$ cat src/rtl/game_timer_if.sv
// ----------------------------------------------------------------------------
// game_timer_if
//
// Purpose:
//   Bundles the game-timer control inputs and status outputs into one
//   interface. The clock and reset stay outside as plain ports.
//
// Signals:
//   start      : level, enter RUN from IDLE or PAUSED
//   pause      : level, enter PAUSED from RUN
//   restart    : level, reload the start value and return to IDLE
//   timerdig2  : BCD minutes digit (X:00)
//   timerdig1  : BCD seconds-tens digit (0:X0), 0..5
//   timerdig0  : BCD seconds-ones digit (0:0X), 0..9
//   running    : high while counting down
//   expired    : high once the countdown has reached 0:00
//   done       : one-cycle pulse on entry to EXPIRED
//   tick       : one-cycle pulse on every one-second decrement
//   warn       : low-time indicator (under 0:30 while RUN/PAUSED)
//
// Modports:
//   master : the controller side (drives controls, reads status)
//   slave  : the timer side (reads controls, drives status)
// ----------------------------------------------------------------------------
interface game_timer_if;
    logic       start;
    logic       pause;
    logic       restart;
    logic [3:0] timerdig2;
    logic [3:0] timerdig1;
    logic [3:0] timerdig0;
    logic       running;
    logic       expired;
    logic       done;
    logic       tick;
    logic       warn;

    modport master (
        output start, pause, restart,
        input  timerdig2, timerdig1, timerdig0,
        input  running, expired, done, tick, warn
    );

    modport slave (
        input  start, pause, restart,
        output timerdig2, timerdig1, timerdig0,
        output running, expired, done, tick, warn
    );
endinterface

$ cat src/rtl/game_timer.sv
// ----------------------------------------------------------------------------
// game_timer
//
// Purpose:
//   Minutes:seconds countdown timer for the game menu. A prescaler divides
//   clk down to one-second ticks; each tick decrements a three-digit BCD
//   value (M:ST). States: IDLE, RUN, PAUSED, EXPIRED. All outputs are
//   registered.
//
// Parameters:
//   CLK_HZ    : clock cycles per one-second tick (2 .. 2^26)
//   START_MIN : minutes digit loaded on reset/restart (0..9)
//   START_SEC : seconds loaded on reset/restart (0..59), split into BCD
//               tens/ones at elaboration
//
// Ports:
//   clk      : sole clock, rising edge
//   reset_n  : synchronous, active-low reset
//   tif      : game_timer_if.slave (start/pause/restart in; digits,
//              running, expired, done, tick, warn out)
//
// Configuration:
//   GAME_TIMER_WARN_EN : when defined, warn is high in RUN or PAUSED while the
//                        remaining time is below 0:30. When undefined, warn is
//                        tied low and no comparison logic exists.
// ----------------------------------------------------------------------------
module game_timer #(
    parameter int CLK_HZ    = 25000000,
    parameter int START_MIN = 3,
    parameter int START_SEC = 0
) (
    input  logic        clk,
    input  logic        reset_n,
    game_timer_if.slave tif
);

    localparam int            PW         = $clog2(CLK_HZ);
    localparam logic [PW-1:0] PRE_LAST   = PW'(CLK_HZ - 1);
    localparam logic [3:0]    START_MINS = 4'(START_MIN);
    localparam logic [3:0]    START_TENS = 4'(START_SEC / 10);
    localparam logic [3:0]    START_ONES = 4'(START_SEC % 10);
    localparam bit            START_ZERO = (START_MIN == 0) && (START_SEC == 0);

    typedef enum logic [1:0] {
        IDLE    = 2'd0,
        RUN     = 2'd1,
        PAUSED  = 2'd2,
        EXPIRED = 2'd3
    } state_t;

    state_t        state;
    logic [PW-1:0] prescale;
    logic [3:0]    dig2;
    logic [3:0]    dig1;
    logic [3:0]    dig0;
    logic          running;
    logic          expired;
    logic          done;
    logic          tick;

    logic [11:0]   dec;
    logic          last_sec;
    logic          wrap;

    // One-second BCD decrement with borrow ones -> tens -> minutes.
    // 0:00 is held rather than wrapping, so the value can never underflow.
    function automatic logic [11:0] bcd_dec(input logic [3:0] m,
                                            input logic [3:0] t,
                                            input logic [3:0] o);
        logic [3:0] m_n;
        logic [3:0] t_n;
        logic [3:0] o_n;
        m_n = m;
        t_n = t;
        o_n = o;
        if (o != 4'd0) begin
            o_n = o - 4'd1;
        end else if (t != 4'd0) begin
            o_n = 4'd9;
            t_n = t - 4'd1;
        end else if (m != 4'd0) begin
            o_n = 4'd9;
            t_n = 4'd5;
            m_n = m - 4'd1;
        end
        return {m_n, t_n, o_n};
    endfunction

    assign dec      = bcd_dec(dig2, dig1, dig0);
    assign last_sec = (dig2 == 4'd0) && (dig1 == 4'd0) && (dig0 == 4'd1);
    assign wrap     = (prescale == PRE_LAST);

    // Control FSM, prescaler and digit registers. restart shares the reset
    // path so it reloads everything and lands in IDLE on the next edge, which
    // also gives it priority over pause and start.
    always_ff @(posedge clk) begin
        if (!reset_n || tif.restart) begin
            state    <= IDLE;
            prescale <= '0;
            dig2     <= START_MINS;
            dig1     <= START_TENS;
            dig0     <= START_ONES;
            running  <= 1'b0;
            expired  <= 1'b0;
            done     <= 1'b0;
            tick     <= 1'b0;
        end else begin
            tick <= 1'b0;
            done <= 1'b0;
            case (state)
                IDLE: begin
                    if (tif.start) begin
                        // A 0:00 start value has nothing to count down.
                        if (START_ZERO) begin
                            state   <= EXPIRED;
                            expired <= 1'b1;
                            done    <= 1'b1;
                        end else begin
                            state   <= RUN;
                            running <= 1'b1;
                        end
                    end
                end
                RUN: begin
                    if (tif.pause) begin
                        state   <= PAUSED;
                        running <= 1'b0;
                    end else if (wrap) begin
                        prescale           <= '0;
                        tick               <= 1'b1;
                        {dig2, dig1, dig0} <= dec;
                        // The tick that reaches 0:00 also expires the timer.
                        if (last_sec) begin
                            state   <= EXPIRED;
                            running <= 1'b0;
                            expired <= 1'b1;
                            done    <= 1'b1;
                        end
                    end else begin
                        prescale <= prescale + PW'(1);
                    end
                end
                PAUSED: begin
                    // Prescaler is left untouched so partial-second
                    // progress carries over into the resumed run.
                    if (tif.start && !tif.pause) begin
                        state   <= RUN;
                        running <= 1'b1;
                    end
                end
                default: begin
                    // EXPIRED: only restart or reset leave this state.
                end
            endcase
        end
    end

`ifdef GAME_TIMER_WARN_EN
    logic warn;

    function automatic logic low_time(input logic [3:0] m, input logic [3:0] t);
        return (m == 4'd0) && (t < 4'd3);
    endfunction

    // warn tracks the digits loaded alongside the FSM transitions above.
    // It only changes when the digits change or RUN/PAUSED is entered/left;
    // pause and resume keep the digits, so warn simply holds across them.
    always_ff @(posedge clk) begin
        if (!reset_n || tif.restart) begin
            warn <= 1'b0;
        end else begin
            case (state)
                IDLE: begin
                    if (tif.start && !START_ZERO) begin
                        warn <= low_time(START_MINS, START_TENS);
                    end
                end
                RUN: begin
                    if (!tif.pause && wrap) begin
                        warn <= !last_sec && low_time(dec[11:8], dec[7:4]);
                    end
                end
                default: begin
                end
            endcase
        end
    end

    assign tif.warn = warn;
`else
    assign tif.warn = 1'b0;
`endif

    assign tif.timerdig2 = dig2;
    assign tif.timerdig1 = dig1;
    assign tif.timerdig0 = dig0;
    assign tif.running   = running;
    assign tif.expired   = expired;
    assign tif.done      = done;
    assign tif.tick      = tick;

endmodule

$ cat src/flat_wrapper.sv
// flat-port wrapper written by rule: the top's interface ports become plain ports
module game_timer_flat 
#(
    parameter int CLK_HZ    = 25000000,
    parameter int START_MIN = 3,
    parameter int START_SEC = 0
)
  (clk, reset_n, tif_start, tif_pause, tif_restart, tif_timerdig2, tif_timerdig1, tif_timerdig0, tif_running, tif_expired, tif_done, tif_tick, tif_warn);
  game_timer_if tif_i ();
  input  logic clk;
  input  logic reset_n;
  input wire logic [$bits(tif_i.start)-1:0] tif_start;
  input wire logic [$bits(tif_i.pause)-1:0] tif_pause;
  input wire logic [$bits(tif_i.restart)-1:0] tif_restart;
  output wire logic [$bits(tif_i.timerdig2)-1:0] tif_timerdig2;
  output wire logic [$bits(tif_i.timerdig1)-1:0] tif_timerdig1;
  output wire logic [$bits(tif_i.timerdig0)-1:0] tif_timerdig0;
  output wire logic [$bits(tif_i.running)-1:0] tif_running;
  output wire logic [$bits(tif_i.expired)-1:0] tif_expired;
  output wire logic [$bits(tif_i.done)-1:0] tif_done;
  output wire logic [$bits(tif_i.tick)-1:0] tif_tick;
  output wire logic [$bits(tif_i.warn)-1:0] tif_warn;
  assign tif_i.start = tif_start;
  assign tif_i.pause = tif_pause;
  assign tif_i.restart = tif_restart;
  assign tif_timerdig2 = tif_i.timerdig2;
  assign tif_timerdig1 = tif_i.timerdig1;
  assign tif_timerdig0 = tif_i.timerdig0;
  assign tif_running = tif_i.running;
  assign tif_expired = tif_i.expired;
  assign tif_done = tif_i.done;
  assign tif_tick = tif_i.tick;
  assign tif_warn = tif_i.warn;
  game_timer #(.CLK_HZ(CLK_HZ), .START_MIN(START_MIN), .START_SEC(START_SEC)) u_core (.clk(clk), .reset_n(reset_n), .tif(tif_i));
endmodule
$ cat config.mk
export PLATFORM = sky130hd
export DESIGN_NAME = game_timer_flat
export DESIGN_NICKNAME = d
export VERILOG_FILES = /design/src/rtl/game_timer_if.sv /design/src/rtl/game_timer.sv /design/src/flat_wrapper.sv
export SDC_FILE = /design/constraint.sdc
export NUM_CORES = 1
export LEC_CHECK = 0
export ABC_AREA = 0
export CORE_MARGIN = 10
export CORE_UTILIZATION = 53
export CTS_BUF_LIST = sky130_fd_sc_hd__clkbuf_4 sky130_fd_sc_hd__clkbuf_8
export CTS_CLUSTER_SIZE = 40
export DETAILED_ROUTE_END_ITERATION = 8
export PLACE_DENSITY = 0.87
export SYNTH_ARGS = -nofsm -noshare
export SYNTH_HDL_FRONTEND = slang
export SYNTH_SLANG_ARGS = --single-unit
$ cat constraint.sdc
create_clock -name clk -period 2.1 [get_ports clk]
set_clock_uncertainty 0.05 [all_clocks]
set_input_delay 0.42 -clock clk [delete_from_list [all_inputs] [get_ports clk]]
set_output_delay 0.42 -clock clk [all_outputs]
set_load 0.01 [all_outputs]
==> flow_metrics.py <==
metrics = {
    "outcome": {
        "status": "complete, no violations",
    },
    "synthesis": {
        "synth_edf_count": 0,
        "synth_area_leaders": "dfxtp_1 (41%), xor2_1 (7.0%), nor2_1 (5.7%)",
        "synth_seq_cells": 43,
        "avgSynthCellArea_um2": 8.73,
        "yosysWarnings": 0,
        "ys.flop_type": "dfxtp_1",
        "synthDistinctLibCells": 49,
        "synth-async-reset-ratio": 0,
        "synthesis.area_um2": 2120,
        "syn_nets": 251,
        "synth_common_cells": "dfxtp_1 (43), nor2_1 (32), nand2_1 (19), xor2_1 (17)",
        "synth_seq_area_share": 0.406,
        "yosys.area.top_type": "dfxtp_1",
        "syn_inst": 243,
        "yosysTopAreaCellShare": 0.406,
        "yosysMostFrequentCell": "dfxtp_1",
    },
    "sta": {
        "fin_crit_ps": 1980,
        "hold_viol": 0,
        "rsz0062_at_grt": "false",
        "max_freq_mhz": 505,
        "timing.final.crit_share": 0.944,
        "hold_slack_ps": 448,
        "drv_slew": 0,
        "setup_viol": 0,
    },
    "route": {
        "drt_iter0_drc": 153,
        "dr.pass1.iters": 4,
        "route.detailed.drc": 0,
        "viasPerCell": 5.77,
        "antenna_left": 0,
        "wirelength_mm": 5.07,
        "num_vias": 1955,
        "wl_per_cell_um": 14.9,
    },
    "critical_path": {
        "critPathMaxStageDelay_ps": 490,
        "worst_ep_required_time_ps": 2250,
        "critPathTopFamily": "simple AND/OR/NAND/NOR gates",
        "crit_path_start_kind": "register",
        "worstSetupPathType": "reg2reg",
        "endpoint_kind": "register",
        "cp_num_buf_inv": 0,
        "crit_chain": "ha_2 > and4_4 > nand4_4 > or2_4 > or4_4 > and3_4",
        "crit_path_max_fanout": 6,
        "slowest_stage": "or4_4",
        "worst_ep_arrival_time_ps": 2130,
    },
    "min_path": {
        "holdCritPathClass": "reg2reg",
    },
    "power_and_ir_drop": {
        "vdd_drop_max_v": 0.000417,
        "p_total_w": 0.00138,
        "p_leak_nw": 0.988,
        "power_density_nw_per_um2": 514,
    },
    "run": {
        "maxCapViolCount": 0,
    },
    "clocking": {
        "cts_tree": "yes",
        "cts_made_buffers": 5,
        "clkSlewWorstSetupHoldPaths_ps": 80,
        "cts.sinks": 43,
        "cts_hold_buf": 0,
        "htree_levels": 2,
        "cts_root_buf": "clkbuf_8",
        "clk_latency_ps": 300,
        "cts_buffer_depth": 2,
    },
    "grt": {
        "met2_usage": 0.247,
        "busiest_layer": "met2",
        "overflow": 0,
        "grt_start_max_net_pins": 24,
        "grt_pass1_wl_mm": 8.71,
        "grt_util_all_layers": 0.145,
        "antenna_found_initial": 0,
        "grt_use_met1": 0.164,
        "grt_use_met3": 0.0469,
        "grt_pass1_vias": 1990,
    },
    "floorplan": {
        "die_w_um": 83.3,
        "die_h_um": 83.3,
        "core_um2": 3770,
        "dieArea_um2": 6930,
        "start_util": 0.562,
        "rows": 22,
        "ios": 22,
    },
    "final_layout": {
        "antenna_cells": 0,
        "nets": 298,
        "syn2layout_area_growth_pct": 26.3,
        "drive_gt1_frac": 0.196,
    },
    "placed_design": {
        "gp_congestion": 0.844,
        "dpl.hpwl_mm": 3.57,
        "portBuffers": 20,
    },
}
## path summary, 6_finish.rpt
path              slack [ps]                      end  cells after the start               start
setup / recovery         120  u_core.tif.timerdig1[3]                      6  u_core.prescale[1]
hold / removal           450       u_core.tif.expired                      1  u_core.tif.expired
setup reg to reg         120  u_core.tif.timerdig1[3]                      6  u_core.prescale[1]
hold reg to reg          450       u_core.tif.expired                      1  u_core.tif.expired
## sequential cells by signal (all words and copies together), names as in the netlist
register              cells
u_core.tif.expired        1
u_core.state              2
u_core.prescale          25
u_core.tif.tick           1
u_core.tif.timerdig2      4
u_core.tif.timerdig1      4
u_core.tif.running        1
u_core.tif.done           1
u_core.tif.timerdig0      4
## per-stage QoR
stage	area [µm²]	TNS, ps	std cells	util	setup WS [ps]
5_1_grt	2680	0	339	0.710	12.5
2_1_floorplan	2120	0	243	-	23.3
6_report	2680	0	339	0.710	118
3_5_place_dp	2550	-4900	328	0.676	-328
3_3_place_gp	2550	-4240	328	0.676	-306
4_1_cts	2660	0	338	0.704	28.6
## area by class of cell
cell class / count / area [µm²]
inverters: 4 / 15.0
clock inverters: 3 / 15.0
flip-flops and latches: 43 / 865
clock buffers: 5 / 68.8
repair buffers: 50 / 449
multi-input cells: 186 / 1200
fillers: 293 / 1090
well taps: 48 / 60.1
## worst reg2reg max path, cell delays in order, from the launching register on
cell	delay, ps
dfxtp_1	330
ha_2	190
and4_4	260
nand4_4	100
or2_4	280
or4_4	490
and3_4	190
## metal layers
layer	vias up	wire length [µm]
li1	961	-
met1	934	2240
met2	53	2490
met3	7	281
met4	0	55
met5	-	0
## cells in the final DEF, fill, tap and decap left out, types with 4 or more instances in the layout
cell             Yosys  routed
and3_1               6       5
xnor2_1              7       7
inv_1                4       4
clkdlybuf4s50_1      0      19
nor2b_1              4       4
nor3_1               5       5
or3_1                5       5
nand4_1             12      12
nor2_1              32      32
a21oi_1             12      12
nand2_1             19      19
nand3_1             10      10
xor2_1              17      17
buf_4                1      28
o21ai_0              8       8
nor4_1               5       5
dfxtp_1             43      40
clkbuf_8             0       5
## power breakdown
group,switching [W],internal [W]
clock network,0.000275,0.000228
logic,0.0000294,0.0000256
registers,0.00000159,0.000817
total,0.000306,0.00107
## repair_timing
| action | CTS | global route |
|---|---|---|
| endpoints found under the setup margin | 1 | 6 |
| setup buffers | 2 | 1 |
| cloned | 0 | 0 |
| pin swaps | 2 | 2 |
| gates resized for setup | 3 | 8 |
## kinds of logic after synthesis
logic type / synth area share
multiplexers: 0.00531
AO/OA/AOI/OAI: 0.102
AND/OR/NAND/NOR: 0.333
XOR/XNOR: 0.0991
adder cells (fa/ha/maj): 0.0177
other: 0.00177
buffers and inverters: 0.0348
flip-flops: 0.406
(Power assumes the default switching activity.)
